===== src/rtl/reg_file_alu_pipe_if.sv =====
// Operation/result bundle between the instruction decoder and the
// register-file/ALU pipeline.
interface reg_file_alu_pipe_if #(
   parameter int WIDTH = 8,
   parameter int NREGS = 16
);
   localparam int AW = $clog2(NREGS);

   logic             in_valid;
   logic [AW-1:0]    RA1;
   logic [AW-1:0]    RA2;
   logic [AW-1:0]    WA;
   logic [WIDTH-1:0] immediate;
   logic             write_enable;
   logic             ALUsrc;
   logic [2:0]       ALUControl;
   logic [WIDTH-1:0] ALUResult;
   logic             out_valid;
   logic             Zero;
   logic             Carry;
   logic             Negative;
   logic             Overflow;
   logic [WIDTH-1:0] cpu_out;

   modport master (
      output in_valid, RA1, RA2, WA, immediate, write_enable, ALUsrc, ALUControl,
      input  ALUResult, out_valid, Zero, Carry, Negative, Overflow, cpu_out
   );

   modport slave (
      input  in_valid, RA1, RA2, WA, immediate, write_enable, ALUsrc, ALUControl,
      output ALUResult, out_valid, Zero, Carry, Negative, Overflow, cpu_out
   );
endinterface


===== src/rtl/reg_file_alu_pipe.sv =====
// Two-stage register-file/ALU pipeline: ID reads operands (with EX forwarding),
// EX computes, writes back and registers result plus Z/C/N/V flags.
module reg_file_alu_pipe #(
   parameter int WIDTH   = 8,
   parameter int NREGS   = 16,
   parameter int OUT_REG = NREGS - 1
) (
   input logic                CLK,
   input logic                RST_N,
   reg_file_alu_pipe_if.slave bus
);
   localparam int AW = $clog2(NREGS);
   localparam int SW = (WIDTH > 1) ? $clog2(WIDTH) : 1;
   localparam logic [AW-1:0] OUT_IDX = AW'(OUT_REG);

   logic [WIDTH-1:0] regs [NREGS];

   logic             id_valid;
   logic [WIDTH-1:0] id_a;
   logic [WIDTH-1:0] id_b;
   logic [AW-1:0]    id_wa;
   logic             id_we;
   logic [2:0]       id_op;

   logic [WIDTH-1:0] ex_res;
   logic             ex_c;
   logic             ex_v;
   logic [WIDTH:0]   sum;
   logic [WIDTH:0]   diff;

   logic             fwd1;
   logic             fwd2;
   logic [WIDTH-1:0] rd1;
   logic [WIDTH-1:0] rd2;
   logic [WIDTH-1:0] src_b;

   // The op sitting in EX has not written back yet, so a matching read takes its result.
   assign fwd1  = id_valid && id_we && (id_wa == bus.RA1);
   assign fwd2  = id_valid && id_we && (id_wa == bus.RA2);
   assign rd1   = fwd1 ? ex_res : regs[bus.RA1];
   assign rd2   = fwd2 ? ex_res : regs[bus.RA2];
   assign src_b = bus.ALUsrc ? bus.immediate : rd2;

   always_comb begin
      sum    = {1'b0, id_a} + {1'b0, id_b};
      diff   = {1'b0, id_a} - {1'b0, id_b};
      ex_res = '0;
      ex_c   = 1'b0;
      ex_v   = 1'b0;
      case (id_op)
         3'b000: begin
            ex_res = sum[WIDTH-1:0];
            ex_c   = sum[WIDTH];
            ex_v   = (id_a[WIDTH-1] == id_b[WIDTH-1]) && (ex_res[WIDTH-1] != id_a[WIDTH-1]);
         end
         3'b001: begin
            ex_res = diff[WIDTH-1:0];
            ex_c   = ~diff[WIDTH];
            ex_v   = (id_a[WIDTH-1] != id_b[WIDTH-1]) && (ex_res[WIDTH-1] != id_a[WIDTH-1]);
         end
         3'b010:  ex_res = id_a & id_b;
         3'b011:  ex_res = id_a | id_b;
         3'b100:  ex_res = id_a ^ id_b;
         3'b101:  ex_res = id_a << id_b[SW-1:0];
         3'b110:  ex_res = id_a >> id_b[SW-1:0];
         default: ex_res = id_b;
      endcase
   end

   always_ff @(posedge CLK) begin
      if (!RST_N) begin
         for (int i = 0; i < NREGS; i++) regs[i] <= '0;
         id_valid      <= 1'b0;
         id_a          <= '0;
         id_b          <= '0;
         id_wa         <= '0;
         id_we         <= 1'b0;
         id_op         <= '0;
         bus.ALUResult <= '0;
         bus.out_valid <= 1'b0;
         bus.Zero      <= 1'b0;
         bus.Carry     <= 1'b0;
         bus.Negative  <= 1'b0;
         bus.Overflow  <= 1'b0;
      end else begin
         id_valid <= bus.in_valid;
         id_a     <= rd1;
         id_b     <= src_b;
         id_wa    <= bus.WA;
         id_we    <= bus.write_enable;
         id_op    <= bus.ALUControl;
         if (id_valid) begin
            if (id_we) regs[id_wa] <= ex_res;
            bus.ALUResult <= ex_res;
            bus.out_valid <= 1'b1;
            bus.Zero      <= (ex_res == '0);
            bus.Carry     <= ex_c;
            bus.Negative  <= ex_res[WIDTH-1];
            bus.Overflow  <= ex_v;
         end else begin
            bus.out_valid <= 1'b0;
         end
      end
   end

   assign bus.cpu_out = regs[OUT_IDX];
endmodule


===== src/flat_wrapper.sv =====
// flat-port wrapper written by rule: the top's interface ports become plain ports
module reg_file_alu_pipe_flat 
#(
   parameter int WIDTH   = 8,
   parameter int NREGS   = 16,
   parameter int OUT_REG = NREGS - 1
)
  (CLK, RST_N, bus_in_valid, bus_RA1, bus_RA2, bus_WA, bus_immediate, bus_write_enable, bus_ALUsrc, bus_ALUControl, bus_ALUResult, bus_out_valid, bus_Zero, bus_Carry, bus_Negative, bus_Overflow, bus_cpu_out);
  reg_file_alu_pipe_if #(.WIDTH(WIDTH), .NREGS(NREGS)) bus_i ();
  input logic CLK;
  input logic RST_N;
  input wire logic [$bits(bus_i.in_valid)-1:0] bus_in_valid;
  input wire logic [$bits(bus_i.RA1)-1:0] bus_RA1;
  input wire logic [$bits(bus_i.RA2)-1:0] bus_RA2;
  input wire logic [$bits(bus_i.WA)-1:0] bus_WA;
  input wire logic [$bits(bus_i.immediate)-1:0] bus_immediate;
  input wire logic [$bits(bus_i.write_enable)-1:0] bus_write_enable;
  input wire logic [$bits(bus_i.ALUsrc)-1:0] bus_ALUsrc;
  input wire logic [$bits(bus_i.ALUControl)-1:0] bus_ALUControl;
  output wire logic [$bits(bus_i.ALUResult)-1:0] bus_ALUResult;
  output wire logic [$bits(bus_i.out_valid)-1:0] bus_out_valid;
  output wire logic [$bits(bus_i.Zero)-1:0] bus_Zero;
  output wire logic [$bits(bus_i.Carry)-1:0] bus_Carry;
  output wire logic [$bits(bus_i.Negative)-1:0] bus_Negative;
  output wire logic [$bits(bus_i.Overflow)-1:0] bus_Overflow;
  output wire logic [$bits(bus_i.cpu_out)-1:0] bus_cpu_out;
  assign bus_i.in_valid = bus_in_valid;
  assign bus_i.RA1 = bus_RA1;
  assign bus_i.RA2 = bus_RA2;
  assign bus_i.WA = bus_WA;
  assign bus_i.immediate = bus_immediate;
  assign bus_i.write_enable = bus_write_enable;
  assign bus_i.ALUsrc = bus_ALUsrc;
  assign bus_i.ALUControl = bus_ALUControl;
  assign bus_ALUResult = bus_i.ALUResult;
  assign bus_out_valid = bus_i.out_valid;
  assign bus_Zero = bus_i.Zero;
  assign bus_Carry = bus_i.Carry;
  assign bus_Negative = bus_i.Negative;
  assign bus_Overflow = bus_i.Overflow;
  assign bus_cpu_out = bus_i.cpu_out;
  reg_file_alu_pipe #(.WIDTH(WIDTH), .NREGS(NREGS), .OUT_REG(OUT_REG)) u_core (.CLK(CLK), .RST_N(RST_N), .bus(bus_i));
endmodule

===== config.mk =====
export PLATFORM = sky130hd
export DESIGN_NAME = reg_file_alu_pipe_flat
export DESIGN_NICKNAME = d
export VERILOG_FILES = /design/src/rtl/reg_file_alu_pipe_if.sv /design/src/rtl/reg_file_alu_pipe.sv /design/src/flat_wrapper.sv
export SDC_FILE = /design/constraint.sdc
export NUM_CORES = 1
export LEC_CHECK = 0
export CORE_MARGIN = 5
export CORE_UTILIZATION = 35
export CTS_CLUSTER_SIZE = 24
export DETAILED_ROUTE_END_ITERATION = 6
export DONT_BUFFER_PORTS = 1
export HOLD_SLACK_MARGIN = 0.06
export PLACE_DENSITY = 0.57
export SLEW_MARGIN = 10
export SYNTH_ARGS = -nofsm -noshare
export SYNTH_HDL_FRONTEND = slang
export SYNTH_SLANG_ARGS = --single-unit

===== constraint.sdc =====
create_clock -name CLK -period 5.7 [get_ports CLK]
set_input_delay 0.57 -clock CLK [delete_from_list [all_inputs] [get_ports CLK]]
set_output_delay 0.57 -clock CLK [all_outputs]
set_load 0.05 [all_outputs]

==> key figures, run 1 <==
Placed design
  • HPWL after detailed placement: 20.0 mm
  • Gpl congestion: between 0.8 and 0.9
  • Input/output buffers: 0
  • Placed inst area: between 0.01 and 0.015 mm^2

Clock tree
  • Hold buffers post-CTS: 0
  • Post-CTS setup buffers: 0
  • Post-CTS Resized: 0
  • Clk sink count: approximately 170
  • TritonCTS Buffers: 17
  • Clk slew on worst S/H paths: ~0.060 ns
  • CTS tree: done
  • Worst-skew pair later-pin latency: about 0.44 ns
  • Clock tree buffer depth: 2
  • Root Driver: clkbuf_16
  • CTS H-Tree Depth: 4

Synth
  • Largest cells by area after synthesis: edfxtp_1 (39%), mux4_2 (19%), dfxtp_1 (7.4%)
  • #FFs+latches synth: 165
  • Cell variety after synth: 73
  • EDFF count, synth: 128
  • Commonest cells in the netlist: nor2_1 (137), edfxtp_1 (128), mux4_2 (82), nand2_1 (57), dfxtp_1 (37)
  • Main flop type after synthesis: edfxtp_1
  • Mapped Cells: between 800 and 900
  • Leading area contributor after synthesis: edfxtp_1
  • Cell with the most instances after synthesis: nor2_1
  • Synthesis Warnings: 0
  • Synth top area share: between 30% and 40%
  • Ys async rst share: 0%
  • Syn Area/Cell: between 10 and 15 um^2
  • Syn nets: just under 900
  • Mapped cell area: 0.00995 mm^2
  • Seq/Total Area, Yosys: between 40% and 50%

Hold path
  • Hold endpoint: u_core.id_op[1]
  • HP Class: input pin to flop
  • Hold Crit Start: RST_N
  • Number of cells on the worst hold path: 1

Detailed routing
  • Vias: about 6.8k
  • DRT iter0 DRCs: roughly 760
  • DRC Markers: 0
  • DRT Wirelength: between 20 and 30 mm
  • First drt pass iteration count: 5
  • Wire per inst: between 20 and 25 um
  • Final ANT Viol Nets: 0
  • Via density: around 5.8

Critical path
  • Worst path required time: 6.06 ns
  • Critical Path Sink Type: flop
  • Worst R2R Path Depth: 9
  • Reg2reg start: u_core.id_b[2]
  • Type of origin of the critical path: flop
  • Crit-path max FO: 20
  • Setup CP Type: flop to flop
  • R2r endpoint: u_core.bus.Zero
  • Crit path DAT: around 4.4 ns
  • FF-to-FF setup slack: 1.65 ns

Timing
  • Max-Slew Margin vs Limit: 21.5%
  • Final Cycle Share: a little under three quarters
  • F_max: between 200 and 250 MHz
  • RSZ-0062 raised after global routing: false
  • Post-route setup TNS: 0 ns
  • Setup Skew: 0.0164 ns
  • Fin Hold WS: ~0.27 ns
  • Final Hold Fails: 0
  • Minimum clock period: about 4.1 ns
  • Slew of the pin with the lowest slew margin: approximately 1.2 ns
  • Final Slew Violations: 0
  • Final setup violation count: 0

Floorplan
  • # rows: between 60 and 70
  • Starting Density: between 30% and 40%
  • I/O pin count: 49
  • Die height: roughly 180 um
  • Die W: 179 um
  • Core Region: between 0.02 and 0.03 mm^2
  • Die area: about 0.032 mm^2

Cells and area
  • Multi-input logic area: approximately 0.0050 mm^2
  • Layout area overhead: 8.60%
  • Post-route cell area: 0.0108 mm^2
  • ANT cells: 0
  • Layout cells sized above 1: between 15 and 20%
  • Sequential cell area: around 0.0046 mm^2
  • Core Util, Final: between 30 and 40%
  • Final nets: ~850
  • Number of fill cells: roughly 2.7k

GRT
  • Vias in the first global route: 6,703
  • Initial antenna violation count: 0
  • GRT Residual Overflow: 0
  • Gr usage total: 18.4%
  • First-pass GRT wire length: 43.3 mm
  • Largest net degree at the start of global routing: 56

Pwr
  • Pwr Density: between 200 and 300 mW/mm^2
  • VDD IR max: about 0.16 mV
  • Total chip power: 3.16 mW
  • Leakage: approximately 3.8 nW

Run
  • Number of max-cap violations: 0

Run status
  • Run status: completed
cell type report:
cell class | instances | area share (%)
Multi-Input combinational cell | 571 | 46.1
Clock inverter | 9 | 1.40
Inverter | 29 | 1.01
Clock buffer | 23 | 4.24
Tap cell | 378 | 4.38
Timing Repair Buffer | 6 | 0.417
Sequential cell | 165 | 42.4
registers in the layout, indices dropped and copies added, names as in the netlist:
signal	cells
u_core.bus.Carry	1
u_core.regs	128
u_core.id_wa	4
u_core.bus.out_valid	1
u_core.id_b	8
u_core.bus.ALUResult	7
u_core.id_valid	1
u_core.id_we	1
u_core.bus.Zero	1
u_core.id_a	8
u_core.bus.Overflow	1
u_core.bus.Negative	1
u_core.id_op	3
critical path: stages, from the launching register on:
cell	delay (ns)
dfxtp_1	0.63
clkinv_1	0.40
ha_1	0.55
o21ai_0	0.17
o2111ai_1	0.20
o31ai_1	0.09
or4_1	0.62
o32ai_4	0.84
and4b_1	0.33
a32o_1	0.16
stage by stage:
stage                     std cells  setup WS (ns)
final                          1181           1.65
after floorplan                 835           2.81
after CTS                      1181           1.71
after global placement         1149           1.82
after global routing           1181           1.35
after detailed placement       1149           1.73
routing by layer:
metal	wire (um)	track usage, %	share of wire [%]	vias up
li1	-	-	-	3053
met1	11800	24.6	41	3485
met2	14000	29.6	49	248
met3	2190	4.62	7.6	35
met4	601	5.34	2.1	0
met5	0	0	0	-
cells by family after synthesis:
family / synth area share (%)
AO/OA/AOI/OAI: 9.75
adder cells (fa/ha/maj): 3.55
buffers and inverters: 4.44
AND/OR/NAND/NOR: 14.5
XOR/XNOR: 0.880
multiplexers: 20.9
flip-flops: 46.1
how the worst max path moves through the flow:
stage	startpoint	to	slack (ns)	depth (start not counted)
floorplan	u_core.id_b[1]	u_core.regs[15][5]	2.81	10
global placement	u_core.id_b[2]	u_core.bus.Zero	1.82	9
detailed placement	u_core.id_b[2]	u_core.bus.Zero	1.73	9
CTS	u_core.id_b[2]	u_core.bus.Zero	1.71	9
global route	u_core.id_b[2]	u_core.bus.Zero	1.35	9
finish	u_core.id_b[2]	u_core.bus.Zero	1.65	9
report_power, final:
part / internal (mW) / switching [mW] / total (mW)
Combinational: 0.215 / 0.318 / 0.533
Clock: 0.744 / 0.459 / 1.20
Sequential: 1.34 / 0.0854 / 1.43
cell usage in the layout, fill, tap and decap left out, drive strengths merged, types with 16 or more instances in the layout:
| master | count |
|---|---|
| nor2 | 147 |
| dfxtp | 37 |
| a21oi | 25 |
| nand2 | 57 |
| ha | 25 |
| o21ai | 21 |
| clkbuf | 23 |
| nand3 | 16 |
| mux4 | 83 |
| edfxtp | 128 |
| inv | 27 |
| and2 | 24 |
| mux2i | 19 |
(Power assumes the default switching activity.)
==> run 2, diff against run 1 <==
Clock period 5.7 ns to 4 ns, I/O delays scaled along.
==> run 2 against run 1 <==
Net effect: highest routed layer is now met5; worst hold slack worse by 0.17 ns; first-iteration DRC count up 6.6%; non-clock buffer count up 13.
==> key figures, run 2 (synthesis gave the netlist of run 1 again) <==
Run
  • Number of max-cap violations: 0 (unchanged)

Floorplan
  • # rows: 61 (unchanged)
  • Die W: 179 um (unchanged)
  • I/O pin count: 49 (unchanged)
  • Die area: 0.0319 mm^2 (unchanged)
  • Die height: 179 um (unchanged)
  • Starting Density: 35.6% (unchanged)
  • Core Region: 0.0279 mm^2 (unchanged)

Critical path
  • Crit-path max FO: 17 (-15%)
  • Crit path launch: u_core.id_a[3]
  • Worst R2R Path Depth: 10 (+1)
  • Worst path max stage delay: 0.53 ns (-0.31 ns)
  • Bufs and invs on worst path: 3 (+2)
  • Critical Path Sink Type: flop
  • Type of origin of the critical path: flop
  • Worst path required time: 4.17 ns (-1.89 ns)
  • Critical path's slowest cell: dfxtp_1
  • Crit path DAT: 3.40 ns (-1.01 ns)
  • FF-to-FF setup slack: 0.77 ns (-0.88 ns)
  • Setup CP Type: flop to flop
  • Cell Chain, Critical Path: inv_1 -> ha_1 -> clkinv_1 -> o311a_1 -> nor4_1 -> o311ai_0 -> a211oi_2 -> or2_1 -> buf_4 -> nor2_1
  • Top delay family on crit path: compound AO/OA/AOI/OAI gates
  • R2r endpoint: u_core.regs[1][7]
  • Reg2reg start: u_core.id_a[3]

Timing
  • F_max: 309 MHz (+25%)
  • Worst setup margin: 0.768 ns (-0.882 ns)
  • Final setup violation count: 0 (unchanged)
  • Final Cycle Share: 80.8% (+9.7 points)
  • Final Hold Fails: 0 (unchanged)
  • RSZ-0062 raised after global routing: false
  • Max-Slew Margin vs Limit: 30.6% (+9.1 points)
  • Final Slew Violations: 0 (unchanged)
  • Slew of the pin with the lowest slew margin: 1.04 ns (-0.139 ns)
  • Post-route setup TNS: 0 ns (unchanged)
  • Minimum clock period: 3.23 ns (-0.818 ns)
  • Setup Skew: 0.0108 ns (-0.00566 ns)

Cells and area
  • Commonest non-fill, non-tap cell in the layout: nor2_1
  • Layout cells sized above 1: 19.0% (+1.7 points)
  • Max FFs per register: 128 (unchanged)
  • Top Registers: u_core.regs: 128 flops, u_core.id_a: 8 flops, u_core.id_b: 8 flops
  • Most flop-heavy register: u_core.regs
  • Final nets: 858 (+1.5%)
  • Multi-input logic area: 0.00498 mm^2 (unchanged)
  • Sequential cell area: 0.00458 mm^2 (unchanged)
  • Commonest non-fill, non-tap cells in the layout: nor2_1 (137), edfxtp_1 (128), mux4_2 (82)
  • Number of fill cells: 2,693 (-0.85%)
  • Layout area overhead: 9.38%

GRT
  • Largest net degree at the start of global routing: 56 (unchanged)
  • GRT Residual Overflow: 0 (unchanged)
  • Vias in the first global route: 6,742 (+0.58%)
  • Gr usage total: 18.0% (-0.35 points)
  • Initial antenna violation count: 1 (+1)
  • First-pass GRT wire length: 42.7 mm (-1.3%)

Clock tree
  • Post-CTS Resized: 0 (unchanged)
  • Post-CTS setup buffers: 0 (unchanged)
  • TritonCTS Buffers: 17 (unchanged)
  • Clk sink count: 165 (unchanged)
  • Root Driver: clkbuf_16
  • Clock tree buffer depth: 2 (unchanged)
  • CTS H-Tree Depth: 4 (unchanged)
  • Worst-skew pair later-pin latency: 0.43 ns (about the same)
  • Clk slew on worst S/H paths: 0.07 ns (about the same)
  • Hold buffers post-CTS: 0 (unchanged)
  • CTS tree: done

Pwr
  • VDD IR max: 0.211 mV (+29%)
  • Leakage: 3.84 nW (+1.4%)
  • Pwr Density: 409 mW/mm^2 (+40%)

Placed design
  • Gpl congestion: 0.896 (+0.75%)
  • Input/output buffers: 0 (unchanged)
  • Worst slack, placed: 0.846 ns (-0.883 ns)
  • HPWL after detailed placement: 20.3 mm (+1.4%)

Hold path
  • Hold Crit Start: RST_N
  • Number of cells on the worst hold path: 1 (unchanged)
  • HP Class: input pin to flop
  • Hold endpoint: u_core.id_op[1]

Detailed routing
  • Vias: 6,926 (+1.5%)
  • First drt pass iteration count: 5 (unchanged)
  • DRT Wirelength: 28.2 mm (-1.5%)
  • Via density: 5.79 (+0.27%)
  • Wire per inst: 23.6 um (-2.7%)
  • DRT iter0 DRCs: 806 (+6.6%)
  • DRC Markers: 0 (unchanged)
  • Final ANT Viol Nets: 0 (unchanged)

Run status
  • Run status: completed
run 2: changes by cell type in the layout (fill, tap and decap cells not counted), moves of 2 or more:
cell and delta:
buf_4 +13, clkinv_4 +7, diode_2 +2, clkbuf_1 -4, bufinv_16 -2
run 2: how the worst max path moves through the flow:
stage | end | slack (ns) | cells after the start
floorplan | u_core.regs[15][5] | 1.11 | 10
global placement | u_core.bus.Zero | 0.83 | 9
detailed placement | u_core.bus.Zero | 0.85 | 10
CTS | u_core.bus.Zero | 0.82 | 10
global route | u_core.regs[0][7] | 0.57 | 10
finish | u_core.regs[1][7] | 0.77 | 10
run 2: power breakdown:
group	internal, mW	switching (mW)
Combinational	0.326	0.480
Sequential	1.91	0.105
Clock	0.927	0.700
run 2: metal layers:
layer	global-route usage, %	wire length (um)	vias up
met5	0	13	-
met4	4.57	581	2
met3	4.39	2110	45
met2	29.7	13900	278
met1	23.9	11700	3510
li1	-	-	3091
run 2: cell type report:
class	count	area share, %
inverters	29	1.00
repair buffers	19	1.31
flip-flops and latches	165	42.1
diodes	2	0.0460
clock inverters	14	1.43
multi-input cells	571	45.8
clock buffers	18	3.94
well taps	378	4.35
run 2: metrics by stage:
stage / utilization (%) / cells / hold WS, ns / total power [mW] / area (um^2)
2_1_floorplan: - / 835 / 0.465 / 2.64 / 9950
3_3_place_gp: 36.8 / 1162 / 0.527 / 2.85 / 10300
3_5_place_dp: 36.8 / 1162 / 0.530 / 2.85 / 10300
4_1_cts: 38.9 / 1194 / 0.0867 / 4.46 / 10900
5_1_grt: 38.9 / 1194 / 0.0936 / 4.60 / 10900
6_report: 39.0 / 1196 / 0.0980 / 4.45 / 10900
==> run 3, diff against run 2 <==
Clock period 4 ns to 3.1 ns, I/O delays scaled along.
==> run 3 against run 2 <==
Net effect: global-route usage up 0.82 points; combinational power up 44%; maximum frequency up 10%; non-clock buffer count up 46; clock power up 29%; clock-buffer cell count unchanged; total power up 31%; critical path type unchanged; critical endpoint is now u_core.bus.Zero.
==> key figures, run 3 (synthesis gave the netlist of run 1 again) <==
Timing
  • Minimum clock period: 2.94 ns (-0.295 ns)
  • RSZ-0062 raised after global routing: false
  • Setup Skew: 0.0110 ns (+0.000199 ns)
  • Final setup violation count: 0 (unchanged)
  • Fin Hold WS: 0.0815 ns (-0.0165 ns)
  • Max-Slew Margin vs Limit: 34.2% (+3.6 points)
  • Post-route setup TNS: 0 ns (unchanged)
  • Final Cycle Share: 94.7% (+14 points)
  • Final Slew Violations: 0 (unchanged)
  • F_max: 340 MHz (+10%)
  • Slew of the pin with the lowest slew margin: 0.986 ns (-0.0528 ns)
  • Final Hold Fails: 0 (unchanged)

Detailed routing
  • DRT iter0 DRCs: 806 (unchanged)
  • Wire per inst: 23.9 um (+1.3%)
  • DRC Markers: 0 (unchanged)
  • Final ANT Viol Nets: 0 (unchanged)
  • Vias: 7,163 (+3.4%)
  • First drt pass iteration count: 5 (unchanged)
  • Via density: 5.78 (-0.17%)
  • DRT Wirelength: 29.6 mm (+4.9%)

Clock tree
  • TritonCTS Buffers: 17 (unchanged)
  • CTS H-Tree Depth: 4 (unchanged)
  • Post-CTS setup buffers: 0 (unchanged)
  • Worst-skew pair later-pin latency: 0.43 ns (about the same)
  • Clock tree buffer depth: 2 (unchanged)
  • Clk sink count: 165 (unchanged)
  • Clk slew on worst S/H paths: 0.07 ns (about the same)
  • CTS tree: done
  • Root Driver: clkbuf_16

Pwr
  • Flop pwr share: 44.3% (-1.0 points)
  • Sw Ratio: 29.7% (+0.78 points)
  • Pwr Density: 516 mW/mm^2 (+26%)
  • Switching Power: 1.73 mW (+35%)
  • VDD IR max: 0.373 mV (+77%)
  • Comb power frac: 19.8% (+1.7 points)
  • Total chip power: 5.85 mW (+31%)
  • Internal: 4.11 mW (+30%)
  • Clock share of power: 35.9% (-0.6 points)
  • Leakage: 4.08 nW (+6.1%)

Critical path
  • Bufs and invs on worst path: 3 (unchanged)
  • Critical Path Sink Type: flop
  • Type of origin of the critical path: flop
  • Worst path max stage delay: 0.49 ns (-0.04 ns)
  • Setup CP Type: flop to flop
  • Worst path required time: 3.47 ns (-0.70 ns)
  • Critical path's slowest cell: or4_1
  • Top delay family on crit path: compound AO/OA/AOI/OAI gates
  • Crit path DAT: 3.31 ns (-0.09 ns)
  • Cell Chain, Critical Path: inv_1 -> ha_1 -> buf_4 -> a21o_1 -> a31oi_1 -> a2111oi_0 -> or4_1 -> o32ai_4 -> buf_12 -> and4b_1 -> a32o_1
  • Crit-path max FO: 20 (+3)

Placed design
  • HPWL after detailed placement: 21.1 mm (+4.4%)
  • Gpl congestion: 0.872 (-2.7%)
  • Placed insts: 1,189 (+2.3%)
  • Input/output buffers: 0 (unchanged)
  • Placed inst area: 0.0106 mm^2 (+2.7%)

GRT
  • Vias in the first global route: 7,112 (+5.5%)
  • GRT Residual Overflow: 0 (unchanged)
  • Initial antenna violation count: 1 (unchanged)
  • First-pass GRT wire length: 45.0 mm (+5.4%)
  • Gr usage total: 18.8% (+0.82 points)
  • Largest net degree at the start of global routing: 36 (-36%)

Cells and area
  • Most flop-heavy register: u_core.regs
  • ANT cells: 0 (-2)
  • Post-route cell area: 0.0113 mm^2 (+4.3%)
  • Top Registers: u_core.regs: 128 flops, u_core.id_a: 8 flops, u_core.id_b: 8 flops
  • Non-filler cells, final: 1,239 (+3.6%)
  • Commonest non-fill, non-tap cell in the layout: nor2_1
  • Layout area overhead: 14.0%
  • Layout cells sized above 1: 21.4% (+2.4 points)
  • Final nets: 904 (+5.4%)
  • Max FFs per register: 128 (unchanged)
  • Commonest non-fill, non-tap cells in the layout: nor2_1 (137), edfxtp_1 (128), mux4_2 (82)

Floorplan
  • Starting Density: 35.6% (unchanged)
  • I/O pin count: 49 (unchanged)
  • Die W: 179 um (unchanged)
  • Die area: 0.0319 mm^2 (unchanged)
  • Die height: 179 um (unchanged)
  • # rows: 61 (unchanged)
  • Core Region: 0.0279 mm^2 (unchanged)

Hold path
  • HP Class: input pin to flop

Run
  • Number of max-cap violations: 0 (unchanged)

Run status
  • Run status: completed
[run 3: cell types whose count changed in the layout (fill, tap and decap cells not counted), moves of 2 or more]
cell	previous run	this run
dlygate4sd3_1	0	18
inv_8	1	4
diode_2	2	0
buf_4	19	40
buf_12	0	7
clkinv_4	7	0
inv_6	1	5
[run 3: layer usage]
| metal | global-route usage (%) | part of all wire, % | up-vias |
|---|---|---|---|
| li1 | - | - | 3167 |
| met1 | 24.5 | 40 | 3642 |
| met2 | 30.9 | 50 | 309 |
| met3 | 5.30 | 8.5 | 43 |
| met4 | 5.34 | 2.0 | 2 |
| met5 | 0 | 0.037 | - |
[run 3: what timing repair did]
item / CTS / global route
endpoints found under the hold margin: 35 / 1
hold buffers: 18 / 1
endpoints found under the setup margin: 0 / 31
resized for setup: 0 / 3
[run 3: area by class of cell]
class,count,area (um^2)
fill,2664,16600
multi-input combinational,571,4990
sequential,165,4590
timing repair buffer,65,621
tap,378,473
clock buffer,18,429
clock inverter,13,136
inverter,29,109
[run 3: power groups by stage]
stage	combinational, mW	clock, mW	sequential, mW
floorplan	0.794	0	2.61
global placement	1.11	0	2.63
detailed placement	1.11	0	2.64
CTS	1.14	2.12	2.59
global route	1.24	2.21	2.60
finish	1.16	2.10	2.59
[run 3: worst reg2reg max path, delay by kind of cell, from the launching register on]
| family | cells | cell delay, ns |
|---|---|---|
| AND/OR/NAND/NOR | 2 | 0.70 |
| flip-flops | 1 | 0.46 |
| buffers and inverters | 3 | 0.52 |
| AO/OA/AOI/OAI | 5 | 0.81 |
| adder cells (fa/ha/maj) | 1 | 0.40 |
[run 3: through the flow]
| step | utilization, % | worst slack (ns) |
|---|---|---|
| global route | 40.6 | 0.00951 |
| floorplan | - | 0.215 |
| finish | 40.6 | 0.163 |
| detailed placement | 37.8 | 0.148 |
| global placement | 37.8 | 0.208 |
| CTS | 40.5 | 0.130 |
[run 3: final timing paths]
kind                         from                   end  slack, ns  cells past startpoint
setup / recovery   u_core.id_a[5]       u_core.bus.Zero       0.16                     11
setup reg to reg   u_core.id_a[5]       u_core.bus.Zero       0.16                     11
hold reg to reg   u_core.id_valid   u_core.bus.Overflow       0.72                      2
hold / removal              RST_N  u_core.bus.out_valid       0.08                      1
==> variant 1: new RTL, flow settings as in run 1 <==
Reset style: asynchronous (`RST_N`), changed in one clocked block.
--- a/src/rtl/reg_file_alu_pipe.sv
+++ b/src/rtl/reg_file_alu_pipe.sv
@@ -67,7 +67,7 @@
       endcase
    end
 
-   always_ff @(posedge CLK) begin
+   always_ff @(posedge CLK or negedge RST_N) begin
       if (!RST_N) begin
          for (int i = 0; i < NREGS; i++) regs[i] <= '0;
          id_valid      <= 1'b0;
Function: differs if RST_N is asserted again (counterexample within 4 cycles, from zero or initial values and one cycle with RST_N low); with RST_N held inactive, the same outputs for 4 cycles.
==> variant 1 against run 1 <==
The run now ends with design-rule violations left; final area is 1.1% higher; synthesized cell count is 4.2% lower; critical path depth stayed put; die area is 0.54% higher; sequential cell count stayed put; fmax is 3.2% lower; area after synthesis is 0.58% higher; clock skew is 0.0065 ns higher; global-route usage is 0.47 points lower; routed wire length is 3.1% lower; worst setup slack worse by 0.13 ns; critical path type unchanged.
Power is not compared: it rests on default switching activity, and its combinational part moved more than twofold at a synthesized area within 25%.
==> variant 1: results (changes against run 1) <==
[run_status]
status=finished, violations left  ; was finished, final reports clean
failed_checks=design-rule violations

[critical_path]
max_stage_delay_ns=0.93  ; was 0.84 ns
slowest_stage=dfrtp_1  ; was o32ai_4
arrival_ns=4.53  ; was 4.41 ns
critPathMaxFanout=21  ; was 20

[sta]
worstMarginPinSlew_ns=1.10  ; was 1.18 ns
fin_skew_ns=0.0229  ; was 0.0164 ns

[place]
dp_cells=1131  ; was 1149
finalWeightedCongestion=0.918  ; was 0.889
dpl-instance-area_mm2=0.0103  ; was 0.0102 mm²

[finish]
drive_above_1_share_pct=32.6  ; was 17.3%
largest_register_ffs=120  ; was 128
fillers=2748  ; was 2716
num-nets-final=822  ; was 845

[detailed_routing]
drt_iter0_drc=607  ; was 756
met3WireLength_um=1930  ; was 2190 µm
num_vias=6757  ; was 6821
drc=4  ; was 0
postRouteWirelength_um=27800  ; was 28600 µm
first_pass_iters=7  ; was 5
vias_per_cell=5.80  ; was 5.78
wl_met1_um=12200  ; was 11800 µm
wl_met2_um=13000  ; was 14000 µm

[yosys]
synth_top_flop_cell=dfrtp_1  ; was edfxtp_1
ys_types=65  ; was 73
synth_xor_area_share_pct=0.788  ; was 0.880%
synthMuxAreaShare_pct=34.0  ; was 20.9%
synth_top_cells_by_count=dfrtp_1 (165), mux2_2 (111), mux4_2 (89)  ; was nor2_1 (137), edfxtp_1 (128), mux4_2 (82)
synth-compound-area-share_pct=8.53  ; was 9.75%
syn_nets=855  ; was 890
synthTopCellsByArea=dfrtp_1 (41%), mux4_2 (20%), mux2_2 (12%)  ; was edfxtp_1 (39%), mux4_2 (19%), dfxtp_1 (7.4%)
syn_inst=800  ; was 835
async_reset_ff_share_pct=100  ; was 0%
yosysSeqAreaShare_pct=41.3  ; was 46.1%

[clock_tree]
clkTransAtPathRegs_ns=0.09  ; was 0.06 ns
cts_buffers=17  ; unchanged
postCtsHoldBufs=1  ; was 0

[grt]
grt_pass1_wl_um=42700  ; was 43300 µm
grt_max_degree=166  ; was 56
grtUsageTotal_pct=17.9  ; was 18.4%
antenna_found_initial=1  ; was 0
met3_usage_pct=3.80  ; was 4.62%
grtUsageMet2_pct=27.8  ; was 29.6%
grt_pass1_vias=6942  ; was 6703

[min_path]
hp-class=in2async  ; was in2reg

[pwr]
pg_comb_mw=1.33

-- variant 1: stage by stage --
step,setup WS [ns],hold WS [ns]
final,1.51,0.00389
after global routing,1.22,0.128
after CTS,1.56,0.130
after detailed placement,1.57,0.280
after global placement,1.63,0.281
after floorplan,2.73,0.274
-- variant 1: area by class of cell --
class                      instances  area, µm²  share of cell area (%)
clock buffer                      17        425                    3.89
clock inverter                    15        190                    1.74
tap                              384        480                    4.40
timing repair buffer              18        155                    1.42
inverter                          29        109                   0.997
multi-input combinational        536       5430                    49.7
sequential                       165       4130                    37.8
-- variant 1: path summary, 6_finish.rpt --
kind / end / depth (start not counted) / start
setup / recovery: u_core.bus.Zero / 9 / u_core.id_b[1]
hold / removal: u_core.regs[72] / 1 / RST_N
setup reg to reg: u_core.bus.Zero / 9 / u_core.id_b[1]
hold reg to reg: u_core.regs[122] / 2 / u_core.regs[122]
max in group asynchronous: u_core.regs[109] / 1 / RST_N
min in group CLK: u_core.id_we / 0 / bus_write_enable
==> variant 2: new RTL, settings of run 1 <==
Made on the original files. `WIDTH` is set to 8 in 3 places; all go to 4.
--- a/src/rtl/reg_file_alu_pipe_if.sv
+++ b/src/rtl/reg_file_alu_pipe_if.sv
@@ -1,7 +1,7 @@
 // Operation/result bundle between the instruction decoder and the
 // register-file/ALU pipeline.
 interface reg_file_alu_pipe_if #(
-   parameter int WIDTH = 8,
+   parameter int WIDTH = 4,
    parameter int NREGS = 16
 );
    localparam int AW = $clog2(NREGS);
--- a/src/rtl/reg_file_alu_pipe.sv
+++ b/src/rtl/reg_file_alu_pipe.sv
@@ -1,7 +1,7 @@
 // Two-stage register-file/ALU pipeline: ID reads operands (with EX forwarding),
 // EX computes, writes back and registers result plus Z/C/N/V flags.
 module reg_file_alu_pipe #(
-   parameter int WIDTH   = 8,
+   parameter int WIDTH   = 4,
    parameter int NREGS   = 16,
    parameter int OUT_REG = NREGS - 1
 ) (
--- a/src/flat_wrapper.sv
+++ b/src/flat_wrapper.sv
@@ -1,7 +1,7 @@
 // flat-port wrapper written by rule: the top's interface ports become plain ports
 module reg_file_alu_pipe_flat 
 #(
-   parameter int WIDTH   = 8,
+   parameter int WIDTH   = 4,
    parameter int NREGS   = 16,
    parameter int OUT_REG = NREGS - 1
 )
Interface: changed (resized bus_ALUResult, bus_cpu_out and bus_immediate); port bits go from 49 to 37. No check against the original RTL was run, so the function may have changed too.
==> variant 2 against run 1 <==
Count of clock-buffer cells in the layout fell by 12; total power fell by 50%; via count fell by 48%; fmax rose by 44%; critical path depth rose by 1; routed wire length fell by 55%; clock skew fell by 0.0091 ns; final area fell by 48%; clock power fell by 51%; sequential cell count fell by 76; area after synthesis fell by 47%; global-route usage fell by 3.3 points; hold slack improved by 0.081 ns; worst setup slack improved by 1.2 ns.
==> variant 2: results (changes against run 1) <==
[detailed_routing]
vias_per_cell=5.59  ; was 5.78
postRouteWirelength_um=13000  ; was 28600 µm
drt_iter0_drc=234  ; was 756
first_pass_iters=4  ; was 5
ant_nets=0  ; unchanged

[finish]
largest_register_ffs=64  ; was 128
fillers=1399  ; was 2716
fin_util_pct=38.2  ; was 38.7%
instances_no_fill=629  ; was 1181
num-nets-final=479  ; was 845
drive_above_1_share_pct=13.5  ; was 17.3%

[yosys]
synthMuxAreaShare_pct=18.3  ; was 20.9%
synth_top_area_share_pct=36.8  ; was 38.6%
ys_types=56  ; was 73
async_reset_ff_share_pct=0  ; unchanged
yosysSeqAreaShare_pct=46.4  ; was 46.1%
synthAdderAreaFrac_pct=3.88  ; was 3.55%
syn_nets=500  ; was 890
ys_warn_count=0  ; unchanged
avgSynthCellArea_um2=11.3  ; was 11.9 µm²
synth_xor_area_share_pct=1.84  ; was 0.880%
synth-compound-area-share_pct=8.31  ; was 9.75%
synth_top_flop_cell=edfxtp_1  ; unchanged
synth_top_cells_by_count=nor2_1 (81), edfxtp_1 (64), nand2_1 (41)  ; was nor2_1 (137), edfxtp_1 (128), mux4_2 (82)
synth_edf_count=64  ; was 128
synthTopCellsByArea=edfxtp_1 (37%), mux4_2 (14%), dfxtp_1 (9.6%)  ; was edfxtp_1 (39%), mux4_2 (19%), dfxtp_1 (7.4%)

[critical_path]
regToRegSetupSlack_ns=2.90  ; was 1.65 ns
max_stage_delay_ns=0.60  ; was 0.84 ns
critPathTopFamily=adder cells  ; was compound AO/OA/AOI/OAI gates
path_class=reg2reg  ; unchanged
arrival_ns=3.04  ; was 4.41 ns
timing.rr.start=u_core.id_b[0]  ; was u_core.id_b[2]
slowest_stage=dfxtp_1  ; was o32ai_4
worstReg2RegEnd=u_core.id_b[2]  ; was u_core.bus.Zero
worstRegToRegCells=10  ; was 9

[clock_tree]
cts_max_level=3  ; was 4
cts-resized-gates=0  ; unchanged
max-clock-path-buffers=2  ; unchanged
insertion_delay_ns=0.34  ; was 0.44 ns
cts_buffers=9  ; was 17

[place]
portBuffers=0  ; unchanged
hpwl_um=9540  ; was 20000 µm
dp_cells=613  ; was 1149
dpl-instance-area_mm2=0.00528  ; was 0.0102 mm²
dp_slack_ns=2.92  ; was 1.73 ns
finalWeightedCongestion=0.856  ; was 0.889

[min_path]
hp-class=in2reg  ; unchanged
whs_path_depth=1  ; unchanged
holdPathEnd=u_core.id_wa[3]  ; was u_core.id_op[1]

[sta]
fin_skew_ns=0.00735  ; was 0.0164 ns
period_needed_ns=2.80  ; was 4.05 ns
worstMarginPinSlew_ns=0.974  ; was 1.18 ns
hold-worst-slack_ns=0.350  ; was 0.269 ns

[grt]
grt_pass1_vias=3521  ; was 6703
grt_max_degree=35  ; was 56
grt_pass1_wl_um=20400  ; was 43300 µm
grtUsageTotal_pct=15.1  ; was 18.4%

[pwr]
leakagePower_nw=1.96  ; was 3.79 nW
ir_worst_vdd_mv=0.135  ; was 0.163 mV

[run_status]
status=finished, final reports clean  ; unchanged

==> variant 2: cell count changes after synthesis, moves of 16 or more <==
cell      before  now
clkbuf_1      34   13
buf_2         29   12
edfxtp_1     128   64
mux4_2        82   33
nand2_1       57   41
nor2_1       137   81
==> variant 2: area by class of cell <==
class | instances | share of cell area (%)
clock buffers | 11 | 4.18
clock inverters | 5 | 0.989
inverters | 21 | 1.42
multi-input cells | 316 | 45.4
flip-flops and latches | 89 | 43.5
well taps | 184 | 4.14
repair buffers | 3 | 0.405
==> variant 2: layer usage <==
metal / track usage [%] / share of wire, % / up-vias
li1: - / - / 1637
met1: 18.5 / 41 / 1756
met2: 25.7 / 50 / 97
met3: 3.93 / 5.5 / 26
met4: 5.54 / 2.6 / 0
met5: 0 / 0 / -
==> variant 2: power breakdown <==
group          internal [mW]  switching, mW  leakage [nW]
Sequential             0.719         0.0507         0.867
Clock                  0.339          0.247         0.138
Combinational         0.0972          0.117         0.959
Total                   1.16          0.415          1.96
